File: src/rtl/luka_fetch_pkg.sv
// Shared types and default geometry for the Luka instruction-fetch stage.
package luka_fetch_pkg;

    typedef enum logic [1:0] {
        IDLE,
        RUN,
        HALT
    } fetch_state_t;

    localparam int DEF_INSTR_W      = 19;
    localparam int DEF_INSTR_ADDR_W = 10;
    localparam int DEF_NUM_INSTRS   = 1024;

endpackage

File: src/rtl/stg_1_pc_gen.sv
// Combinational next-PC logic for the fetch stage: sequential increment with
// end-of-program wrap, and range-checked redirect.
module stg_1_pc_gen
    import luka_fetch_pkg::*;
#(
    parameter int INSTR_ADDR_W = DEF_INSTR_ADDR_W,
    parameter int NUM_INSTRS   = DEF_NUM_INSTRS
) (
    input  logic [INSTR_ADDR_W-1:0] pc,
    input  fetch_state_t            state,
    input  logic                    stall,
    input  logic                    redir_valid,
    input  logic [INSTR_ADDR_W-1:0] redir_addr,
    output logic [INSTR_ADDR_W-1:0] next_pc,
    output logic                    wrap,
    output logic                    redir_oor,
    output logic                    redirect,
    output logic                    issue
);

    // One extra bit so NUM_INSTRS == 2**INSTR_ADDR_W is still representable.
    localparam logic [INSTR_ADDR_W:0] LIMIT = (INSTR_ADDR_W+1)'(NUM_INSTRS);

    logic [INSTR_ADDR_W:0] pc_inc;

    always_comb begin
        pc_inc    = {1'b0, pc} + {{INSTR_ADDR_W{1'b0}}, 1'b1};
        wrap      = (pc_inc == LIMIT);
        redir_oor = ({1'b0, redir_addr} >= LIMIT);
        redirect  = redir_valid && (state != IDLE);
        issue     = (state == RUN) && !stall && !redir_valid;

        next_pc = pc;
        if (redirect) begin
            next_pc = redir_oor ? '0 : redir_addr;
        end else if (issue) begin
            next_pc = wrap ? '0 : pc_inc[INSTR_ADDR_W-1:0];
        end
    end

endmodule

File: src/rtl/stg_1_fetch.sv
// Luka pipeline stage 1: PC register, async imem read, IF/ID pipeline register,
// start/halt FSM, redirect squash and retired-fetch counter.
module stg_1_fetch
    import luka_fetch_pkg::*;
#(
    parameter int INSTR_W      = DEF_INSTR_W,
    parameter int INSTR_ADDR_W = DEF_INSTR_ADDR_W,
    parameter int NUM_INSTRS   = DEF_NUM_INSTRS,
    parameter int RESET_PC     = 0,
    parameter int WRAP_EN      = 1,
    parameter int CNT_W        = 16
) (
    input  logic                    clock,
    input  logic                    reset,
    input  logic                    start,
    input  logic                    stall,
    input  logic                    redir_valid,
    input  logic [INSTR_ADDR_W-1:0] redir_addr,
    output logic [INSTR_ADDR_W-1:0] imem_addr,
    input  logic [INSTR_W-1:0]      imem_rdata,
    output logic [INSTR_ADDR_W-1:0] r_if_pc,
    output logic [INSTR_W-1:0]      r_id_instr,
    output logic [INSTR_ADDR_W-1:0] r_id_pc,
    output logic                    r_id_valid,
    output logic [CNT_W-1:0]        r_fetch_cnt,
    output logic                    halted,
    output logic                    redir_err,
    output logic [9:0]              LEDR
);

    fetch_state_t            state, state_nxt;
    logic [INSTR_ADDR_W-1:0] pc_nxt;
    logic                    wrap, redir_oor, redirect, issue;

    stg_1_pc_gen #(
        .INSTR_ADDR_W (INSTR_ADDR_W),
        .NUM_INSTRS   (NUM_INSTRS)
    ) u_pc_gen (
        .pc          (r_if_pc),
        .state       (state),
        .stall       (stall),
        .redir_valid (redir_valid),
        .redir_addr  (redir_addr),
        .next_pc     (pc_nxt),
        .wrap        (wrap),
        .redir_oor   (redir_oor),
        .redirect    (redirect),
        .issue       (issue)
    );

    always_ff @(posedge clock) begin
        if (!reset) state <= IDLE;
        else        state <= state_nxt;
    end

    always_comb begin
        state_nxt = state;
        case (state)
            IDLE: if (start) state_nxt = RUN;
            RUN: begin
                if (redirect)                             state_nxt = RUN;
                else if (issue && wrap && (WRAP_EN == 0)) state_nxt = HALT;
            end
            HALT: if (start || redir_valid) state_nxt = RUN;
            default: state_nxt = IDLE;
        endcase
    end

    always_ff @(posedge clock) begin
        if (!reset) begin
            r_if_pc     <= INSTR_ADDR_W'(RESET_PC);
            r_id_instr  <= '0;
            r_id_pc     <= '0;
            r_id_valid  <= 1'b0;
            r_fetch_cnt <= '0;
            redir_err   <= 1'b0;
        end else begin
            r_if_pc <= pc_nxt;
            if (redirect) begin
                r_id_valid <= 1'b0;
                r_id_instr <= '0;
                if (redir_oor) redir_err <= 1'b1;
            end else if (issue) begin
                r_id_instr  <= imem_rdata;
                r_id_pc     <= r_if_pc;
                r_id_valid  <= 1'b1;
                r_fetch_cnt <= r_fetch_cnt + CNT_W'(1);
            end else if (state != RUN) begin
                // Outside RUN a bubble drains every cycle; a stalled RUN holds.
                r_id_valid <= 1'b0;
                r_id_instr <= '0;
            end
        end
    end

    assign imem_addr = r_if_pc;
    assign halted    = (state == HALT);
    assign LEDR      = 10'(r_if_pc);

endmodule

File: config.mk
export PLATFORM = sky130hd
export DESIGN_NAME = stg_1_fetch
export DESIGN_NICKNAME = d
export VERILOG_FILES = /design/src/rtl/luka_fetch_pkg.sv /design/src/rtl/stg_1_pc_gen.sv /design/src/rtl/stg_1_fetch.sv
export SDC_FILE = /design/constraint.sdc
export NUM_CORES = 1
export LEC_CHECK = 0
export CAP_MARGIN = 30
export CORE_ASPECT_RATIO = 0.5
export CORE_MARGIN = 5
export CORE_UTILIZATION = 45
export DETAILED_ROUTE_END_ITERATION = 6
export PLACE_DENSITY = 0.83
export SKIP_LAST_GASP = 1
export SYNTH_ARGS = -nofsm -noshare
export SYNTH_HDL_FRONTEND = slang
export SYNTH_HIERARCHICAL = 1
export SYNTH_SLANG_ARGS = --single-unit
File: constraint.sdc
create_clock -name clock -period 3.4 [get_ports clock]
set_clock_uncertainty 0.15 [all_clocks]
set_input_delay 0.34 -clock clock [delete_from_list [all_inputs] [get_ports clock]]
set_output_delay 0.34 -clock clock [all_outputs]
set_load 0.01 [all_outputs]
# Word-level counts from Yosys, hierarchy flattened
# Cells that the tools add are included.
# totals
n_memories,0
output_inout_bits,78
mem_bits_rw,0
ff_bits,58
rom_bits,0
elab_cells,41
latchBits,0
# op_classes
add_sub_neg,2
muxes,11
order_cmp,0
eq_ne,7
reduce_logical,13
div_mod_pow,0
n_mul,0
bitwise,2
n_shift,0
# op_table
operator,count
two-way mux 19 bit,2
two-way mux 10 bit,3
"adder 16 x 1 -> 16 bit, second input constant",1
"adder 10 x 1 -> 11 bit, second input constant",1
"equality test 11 bit, second input constant",1
two-way mux 2 bit,3
case mux 2 bit (3 select lines),1
nonzero test 2 bit,3
"inequality test 2 x 1 -> 1 bit, second input constant",2
"inequality test 2 bit, second input constant",2
logical AND 1 bit,3
AND reduction 3 bit,1
"equality test 2 x 1 -> 1 bit, second input constant",1
"equality test 2 bit, second input constant",1
zero test 1 bit,2
zero test 2 bit,1
two-way mux 1 bit,2
NOT 1 bit,2
AND reduction 2 bit,1
OR reduction 2 bit,1
logical OR 1 bit,1

# Logic depth before layout (Yosys ltp)
# Gate-level depths: netlist of run 1.
# logic_depth
ltp_word,5
ltp_mapped,8
mapped_depth_nobuf,6

# By module
# The synthesis of run 1 kept the hierarchy.
# by_module_without_submodules
module,instances,area_per_inst_um2,seq_area_each_um2,cells_per_inst
stg_1_fetch,1,2232.1,1161.1,247
stg_1_pc_gen,1,364.1,0.0,55

# Worst setup path before layout of run 1
# No wires, ideal clock.
# synth_path
path_type,flip-flop to flip-flop
start,register state[0]
end,register r_fetch_cnt[15]
synth_period_minus_slack_ns,2.268
setup_time_ns,0.070
t_arrival_ns,2.048
path_slack_ns,1.132
stages_incl_launch_ff,8
path_cell_list,dfxtp_1 -> o21ai_0 -> inv_2 -> clkbuf_8 -> and4b_1 -> nand2_1 -> or4_1 -> a21oi_1
# synth_via
elab_chain_cells,4
# synth_rtl
item,line,rtl
from (decl),stg_1_fetch.sv:31,"fetch_state_t state, state_nxt;"
from (signal assigned),stg_1_fetch.sv:53,else state <= state_nxt;
nonzero test 2 bit,stg_1_pc_gen.sv:30,redirect = redir_valid && (state != IDLE);
logical AND 1 bit,stg_1_pc_gen.sv:30,
net redirect,stg_1_fetch.sv:33,"logic wrap, redir_oor, redirect, issue;"
NOT 1 bit (no source line),--,
AND reduction 2 bit (no source line),--,
to (signal assigned),stg_1_fetch.sv:87,r_fetch_cnt <= r_fetch_cnt + CNT_W'(1);
to (decl),stg_1_fetch.sv:25,"output logic [CNT_W-1:0] r_fetch_cnt,"
# The timed path passes the listed nets, and every way through them passes these cells.
# A chain may end at the register's enable or synchronous reset.

# Worst setup path after layout of run 1
# Ends and elaborated chain as after synthesis.

==> results.txt, run 1 <==
----------------------------------------------------
[Status]
  Status ... finished, final reports clean

[Worst setup path]
  Largest delay share family, worst path ... simple AND/OR/NAND/NOR gates
  Critical Path Max Stage Delay ... 510 ps
  CP Cell Sequence ... o21ai_0 -> inv_2 -> and4b_1 -> nand2_1 -> or4_1 -> a21oi_1
  Kind of critical path ... reg -> reg
  Endpoint arrival time on the critical path ... 2470 ps
  Worst-case register-to-register setup slack ... roughly 1000 ps
  Critical path required time ... around 3500 ps
  Origin of the critical flop-to-flop path ... state[0]
  Cells on worst reg2reg path ... 6
  Element type at the critical path end ... flip-flop
  Type of origin of the critical path ... flip-flop
  End of the worst register-to-register path ... r_fetch_cnt[15]
  Slowest cell on the critical path ... or4_1
  Crit-path max FO ... 9
  Worst Path Buf+Inv ... 1

[Yosys]
  Gate count after technology mapping ... between 300 and 400
  Synthesis-stage register bit count ... 58
  Largest area contributor in the netlist ... dfxtp_1
  Synthesized area per cell ... 8.60 um^2
  Count of yosys warnings during synthesis ... 6
  Fraction of registers with async set or reset after synthesis ... 0%
  Number of synthesized flops with an enable pin ... 0
  Ys flop type ... dfxtp_1
  Share of the synthesized area in the top cell type ... 44.7%
  Most repeated cell in the gate-level netlist after synthesis ... dfxtp_1
  Commonest cells in the netlist ... dfxtp_1, nand2_1, nor2_1
  Dominant cells by area after synthesis ... dfxtp_1, buf_4, nand2_1
  Area of the mapped netlist ... 2600 um^2
  Synth unique cells ... 40
  Seq/Total Area, Yosys ... between 40 and 50%

[Placement]
  Area after DPL ... 3590 um^2
  Global placer's final weighted congestion ... 0.811
  DPL Wire Length ... 5380 um
  Buffers added on ports ... 110

[Timing]
  Crit path time final ... about 2400 ps
  Ratio of final minimum period to clock period ... 69.6%
  Final setup TNS ... 0 ps
  Worst slew margin relative to its limit ... 48.8%
  Transition time at the pin with the least slew margin ... about 770 ps
  Upper clock frequency limit ... 422 MHz
  Final setup violation count ... 0
  Hold Vio Cnt, Final ... 0
  RSZ-0062 raised after global routing ... false
  Max-slew violation count ... 0

[Clock tree]
  Hold_buf cts ... 0
  Skew-Pair Late Insertion Delay ... about 330 ps
  Post-CTS setup repair buffer count ... 0
  Post-cts repair resize count ... 0
  CTS H-tree depth ... 3
  Count of clock tree sinks ... 58
  TritonCTS clock tree ... built
  Root Buffer ... clkbuf_16
  Clock Tree Buf Depth ... 2
  TritonCTS buffer count ... 9
  Clock-pin slew on the worst setup and hold paths ... 50 ps

[Floorplan]
  Core outline area ... 5540 um^2
  Boundary pin count ... 112
  Overall die height ... 63.7 um
  # rows ... 19
  Effective utilization at floorplan ... between 40% and 50%
  Width of the die ... 117 um
  Overall die area ... ~7500 um^2

[Routing]
  Mean routed wirelength per cell ... 16.5 um
  Via density per instance ... 5.20
  Number of optimization iterations in the first detailed-route pass ... 5
  Via count ... 2455
  Remaining antenna violation count ... 0
  DRC violations left ... 0
  Aggregate routed wire length ... 7810 um
  Count of routing violations after the opening detailed-route iteration ... 202

[GRT]
  Overflow after GRT ... 0
  Number of global-route vias before repair ... 2512
  Number of antenna violations at the first check in global routing ... 0
  Global-route usage over all layers ... 20.8%
  Maximum number of pins on one net before global-route repair ... 34
  First-pass GRT wire length ... around 13000 um

[Layout]
  Fill cell instance count of the final layout ... 438
  Net total in the final layout ... 430
  Final design instance area without fill ... roughly 3900 um^2
  Share of post-route cells with drive strength above 1 ... approximately 7.3%
  Diodes inserted ... 0
  Layout-stage area growth over the synthesis result ... 49.9%

[Run]
  Number of maximum-capacitance violations ... 0

[Pwr]
  Leakage ... roughly 1.4 nW
  Worst IR Drop VDD ... between 0.2 and 0.25 mV
  Power Density ... 460 nW/um^2

[Min path]
  Hold-critical path endpoint ... r_id_pc[5]
  Worst hold-check path type ... reg -> reg
  Hold path start ... r_id_pc[5]
  Number of instances on the worst hold path ... 2

----------------------------------------------------
[how the worst max path moves through the flow]
stage                            from  cells after the start               to  slack [ps]
after floorplan              state[0]                      7  r_fetch_cnt[15]        1130
after global placement    redir_valid                      6  r_fetch_cnt[15]         880
after detailed placement  redir_valid                      7    r_id_instr[7]         800
after CTS                    state[0]                      6  r_fetch_cnt[15]        1110
after global routing         state[0]                      6  r_fetch_cnt[15]         920
final                        state[0]                      6  r_fetch_cnt[15]        1030
[cells in the final DEF, fill, tap and decap left out, types with 3 or more instances in the layout]
cell,instances
and3_1,3
xnor2_1,4
nand4_1,7
o21ai_0,6
nand3_1,9
dfxtp_1,58
a22oi_1,19
a21oi_1,19
xor2_1,14
nand2_1,42
buf_4,4
conb_1,6
clkinv_2,3
o21ai_2,4
and2_1,11
clkbuf_16,9
nor2_1,38
clkdlybuf4s50_1,110
[worst register-to-register path, stage by stage (launching register included)]
cell,delay (ps)
dfxtp_1,380
o21ai_0,470
inv_2,120
and4b_1,330
nand2_1,200
or4_1,510
a21oi_1,140
[through the flow]
step	setup WS, ps	total power [mW]	cells	utilization [%]	hold WS, ps
global placement	876	0.882	456	64.7	298
floorplan	1130	0.805	306	-	306
global route	916	1.85	472	70.3	320
finish	1030	1.79	472	70.3	300
CTS	1110	1.80	472	70.3	303
detailed placement	803	0.887	456	64.7	297
[layout make-up]
cell class	count	area [um^2]	share of cell area, %
tap	73	91.3	2.35
timing repair buffer	114	1130	29.1
multi-input combinational	208	1190	30.6
sequential	58	1160	29.8
clock inverter	5	52.6	1.35
inverter	3	11.3	0.289
clock buffer	11	253	6.50
[power breakdown]
part	internal, mW	total (mW)	switching [mW]
logic	0.0931	0.165	0.0716
clock network	0.602	0.915	0.313
registers	0.692	0.711	0.0194
[logic make-up after synthesis]
logic type / count (synthesis) / synth area share [%]
other: 2 / 0.289
XOR/XNOR: 18 / 6.07
AO/OA/AOI/OAI: 54 / 13.3
flip-flops: 58 / 44.7
AND/OR/NAND/NOR: 128 / 24.7
buffers and inverters: 40 / 9.98
adder cells (fa/ha/maj): 2 / 0.964
[state kept, by name, indices dropped and copies added (netlist names)]
register,cells
r_id_pc,10
r_id_instr,19
redir_err,1
r_id_valid,1
state,1
LEDR,10
r_fetch_cnt,16
[metal layers]
metal | vias to the layer above | share of wire [%] | GRT usage [%]
li1 | 1183 | - | -
met5 | - | 0 | 0
met3 | 18 | 7.0 | 8.31
met4 | 0 | 1.7 | 6.66
met2 | 99 | 52 | 37.0
met1 | 1155 | 40 | 23.1
Note: power is estimated with default switching activity, not from simulation.
==> run 2, diff against run 1 <==
--- a/config.mk
+++ b/config.mk
@@ -8,9 +8,9 @@
 export CAP_MARGIN = 30
 export CORE_ASPECT_RATIO = 0.5
 export CORE_MARGIN = 5
-export CORE_UTILIZATION = 45
+export CORE_UTILIZATION = 42
 export DETAILED_ROUTE_END_ITERATION = 6
-export PLACE_DENSITY = 0.83
+export PLACE_DENSITY = 0.78
 export SKIP_LAST_GASP = 1
 export SYNTH_ARGS = -nofsm -noshare
 export SYNTH_HDL_FRONTEND = slang
==> constraint.sdc (replaced) <==
create_clock -name clock -period 2.2 [get_ports clock]
set_clock_uncertainty 0.15 [all_clocks]
set_input_delay 0.22 -clock clock [delete_from_list [all_inputs] [get_ports clock]]
set_output_delay 0.22 -clock clock [all_outputs]
set_load 0.01 [all_outputs]
==> run 2 against run 1 <==
Net effect: sequential power is 55% higher; wire length is 7.1% lower; power is 46% higher; sequential cell count unchanged; clock power is 37% higher; setup slack worse by 830 ps; cell area increased by 2.5%; critical path type is now in -> reg; via count grew 0.90%; combinational power up 64%.
==> results.txt, run 2 (synthesis results as in run 1) <==
----------------------------------------------------
[GRT]
  Global-route usage over all layers ... 19.2% (was 20.8%)
  Met2 usage in global routing ... 32.8% (was 37.0%)
  Number of antenna violations at the first check in global routing ... 0 (unchanged)
  Maximum number of pins on one net before global-route repair ... 29 (was 34)
  Met1 usage ... 21.7% (was 23.1%)
  Met3 GRT Util ... 7.91% (was 8.31%)
  First-pass GRT wire length ... 12100 um (was 12800 um)
  Number of global-route vias before repair ... 2492 (was 2512)
  Highest-utilization routing layer at the global route stage ... met2 (unchanged)
  Overflow after GRT ... 0 (unchanged)

[Worst setup path]
  Critical Path Max Stage Delay ... 480 ps (was 510 ps)
  CP Cell Sequence ... clkdlybuf4s50_1 -> buf_4 -> o21ai_1 -> inv_2 -> and4b_1 -> nand2_2 -> or4_1 -> a21oi_1 (was o21ai_0 -> inv_2 -> and4b_1 -> nand2_1 -> or4_1 -> a21oi_1)
  Endpoint arrival time on the critical path ... 2110 ps (was 2470 ps)
  Worst-case register-to-register setup slack ... 240 ps (was 1030 ps)
  Crit-path max FO ... 8 (was 9)
  Kind of critical path ... in -> reg (was reg -> reg)
  Critical path required time ... 2300 ps (was 3510 ps)
  Element type at the critical path end ... flip-flop (unchanged)
  Largest delay share family, worst path ... simple AND/OR/NAND/NOR gates (unchanged)
  Slowest cell on the critical path ... or4_1 (unchanged)
  Start point of the critical path ... redir_valid (was state[0])
  Origin of the critical flop-to-flop path ... state[0] (unchanged)
  Type of origin of the critical path ... primary input (was flip-flop)
  Worst Path Buf+Inv ... 3 (was 1)

[Pwr]
  Share of power burned in the clock network ... 47.7% (was 51.1%)
  Design Power ... 2.61 mW (was 1.79 mW)
  Switching pwr ... 608 uW (was 404 uW)
  Leakage ... 1.45 nW (was 1.40 nW)
  Combinational share of power ... 10.3% (was 9.2%)
  Power Density ... 656 nW/um^2 (was 460 nW/um^2)
  Internal power ... 2.01 mW (was 1.39 mW)
  Fraction of power consumed by sequential logic ... 42.0% (was 39.7%)
  Share of total power consumed by net switching ... 23.2% (was 22.5%)
  Worst IR Drop VDD ... 0.437 mV (was 0.247 mV)

[Floorplan]
  Boundary pin count ... 112 (unchanged)
  Overall die height ... 65.6 um (was 63.7 um)
  Effective utilization at floorplan ... 43.0% (was 46.9%)
  Width of the die ... 121 um (was 117 um)
  # rows ... 20 (was 19)
  Core outline area ... 6030 um^2 (was 5540 um^2)
  Overall die area ... 7950 um^2 (was 7480 um^2)

[Routing]
  Aggregate routed wire length ... 7250 um (was 7810 um)
  Number of optimization iterations in the first detailed-route pass ... 4 (was 5)
  Remaining antenna violation count ... 0 (unchanged)
  Via density per instance ... 4.95 (was 5.20)
  DRC violations left ... 0 (unchanged)
  Mean routed wirelength per cell ... 14.5 um (was 16.5 um)
  Count of routing violations after the opening detailed-route iteration ... 190 (was 202)
  Via count ... 2477 (was 2455)

[Layout]
  Layout-stage area growth over the synthesis result ... 53.6% (was 49.9%)
  Diodes inserted ... 0 (unchanged)
  Leading cell type in the layout, fill and taps excluded ... clkdlybuf4s50_1 (unchanged)
  Fill cell instance count of the final layout ... 496 (was 438)
  Largest registers ... r_id_instr: 19 flops, r_fetch_cnt: 16 flops (unchanged)
  Share of post-route cells with drive strength above 1 ... 10.4% (was 7.27%)
  Register with the highest flop count ... r_id_instr (unchanged)
  Most frequent cells in the layout ... clkdlybuf4s50_1, dfxtp_1, nand2_1 (unchanged)
  Flip-flop count of the largest register, all copies and words added ... 19 (unchanged)
  Count of placed standard cells in the final layout, fillers left out ... 500 (was 472)
  Net total in the final layout ... 443 (was 430)

[Timing]
  Max-slew violation count ... 0 (unchanged)
  Worst Slack Setup Final ... 199 ps (was 1030 ps)
  Crit path time final ... roughly 2000 ps
  Final setup TNS ... 0 ps (unchanged)
  Ratio of final minimum period to clock period ... 90.9%
  Upper clock frequency limit ... approximately 500 MHz
  Worst hold slack across all endpoints ... 306 ps (was 300 ps)
  Final setup violation count ... 0 (unchanged)
  Hold Vio Cnt, Final ... 0 (unchanged)
  RSZ-0062 raised after global routing ... false (unchanged)

[Min path]
  Hold path start ... r_id_pc[5] (unchanged)
  Worst hold-check path type ... reg -> reg (unchanged)

[Placement]
  Global placer's final weighted congestion ... 0.855 (was 0.811)
  Number of placed cells counting well taps ... 484 (was 456)
  DPL Wire Length ... 5450 um (was 5380 um)
  Post-placement setup slack ... -152 ps (was 803 ps)
  Buffers added on ports ... 110 (unchanged)

[Clock tree]
  TritonCTS buffer count ... 9 (unchanged)
  TritonCTS clock tree ... built (unchanged)
  CTS H-tree depth ... 3 (unchanged)
  Hold_buf cts ... 0 (unchanged)
  Clock Tree Buf Depth ... 2 (unchanged)
  Root Buffer ... clkbuf_16 (unchanged)
  Count of clock tree sinks ... 58 (unchanged)
  Skew-Pair Late Insertion Delay ... 330 ps (about the same)
  Clock-pin slew on the worst setup and hold paths ... 50 ps (about the same)

[Run]
  Number of maximum-capacitance violations ... 0 (unchanged)

[Status]
  Status ... finished, final reports clean (unchanged)

----------------------------------------------------
==> run 2: changes by cell type in the layout (fill, tap and decap cells not counted) <==
cell,delta
nand2_1,-1
o21ai_0,-1
clkinv_2,+2
bufinv_16,-1
clkbuf_8,-1
buf_4,+12
buf_12,+1
nand2_2,+1
o21ai_1,+1
==> run 2: metal layers <==
metal | wire (um) | vias up | part of all wire (%)
met4 | 113 | 0 | 1.6
li1 | - | 1211 | -
met2 | 3640 | 61 | 50
met3 | 500 | 15 | 6.9
met1 | 3000 | 1190 | 41
met5 | 0 | - | 0
==> run 2: worst paths after layout <==
path | to | cells after the start
setup reg to reg | r_fetch_cnt[15] | 5
hold / removal | r_id_pc[5] | 2
hold reg to reg | r_id_pc[5] | 2
setup / recovery | r_fetch_cnt[15] | 8
==> run 2: worst register-to-register path, cell delays in order, from the launching register on <==
cell	delay [ps]
dfxtp_1	390
nor4b_4	270
and4b_1	310
nand2_2	130
or4_1	480
a21oi_1	150
==> run 2: cell type report <==
type,instances,area (um^2),share of cell area (%)
timing repair buffer,127,1240,31.1
multi-input combinational,208,1190,29.9
sequential,58,1160,29.1
clock buffer,10,239,5.99
tap,88,110,2.76
clock inverter,6,32.5,0.816
inverter,3,11.3,0.282
==> run 2: power groups by stage <==
stage               combinational (mW)  clock [mW]  sequential, mW
finish                           0.270        1.25            1.10
global route                     0.290        1.33            1.10
CTS                              0.272        1.27            1.10
detailed placement               0.270           0            1.12
global placement                 0.264           0            1.12
floorplan                        0.124           0            1.12
==> run 2: what timing repair did <==
action / 4_1_cts / 5_1_grt
endpoints found under the hold margin: 0 / 0
setup buffers: 0 / 0
endpoints found under the setup margin: 0 / 1
resized for setup: 0 / 1
==> run 2: stage by stage <==
stage / util [%] / cell area [um^2]
final: 66.1 / 3990
after global routing: 66.1 / 3990
after CTS: 66.1 / 3990
after detailed placement: 61.6 / 3710
after global placement: 61.6 / 3710
after floorplan: - / 2610
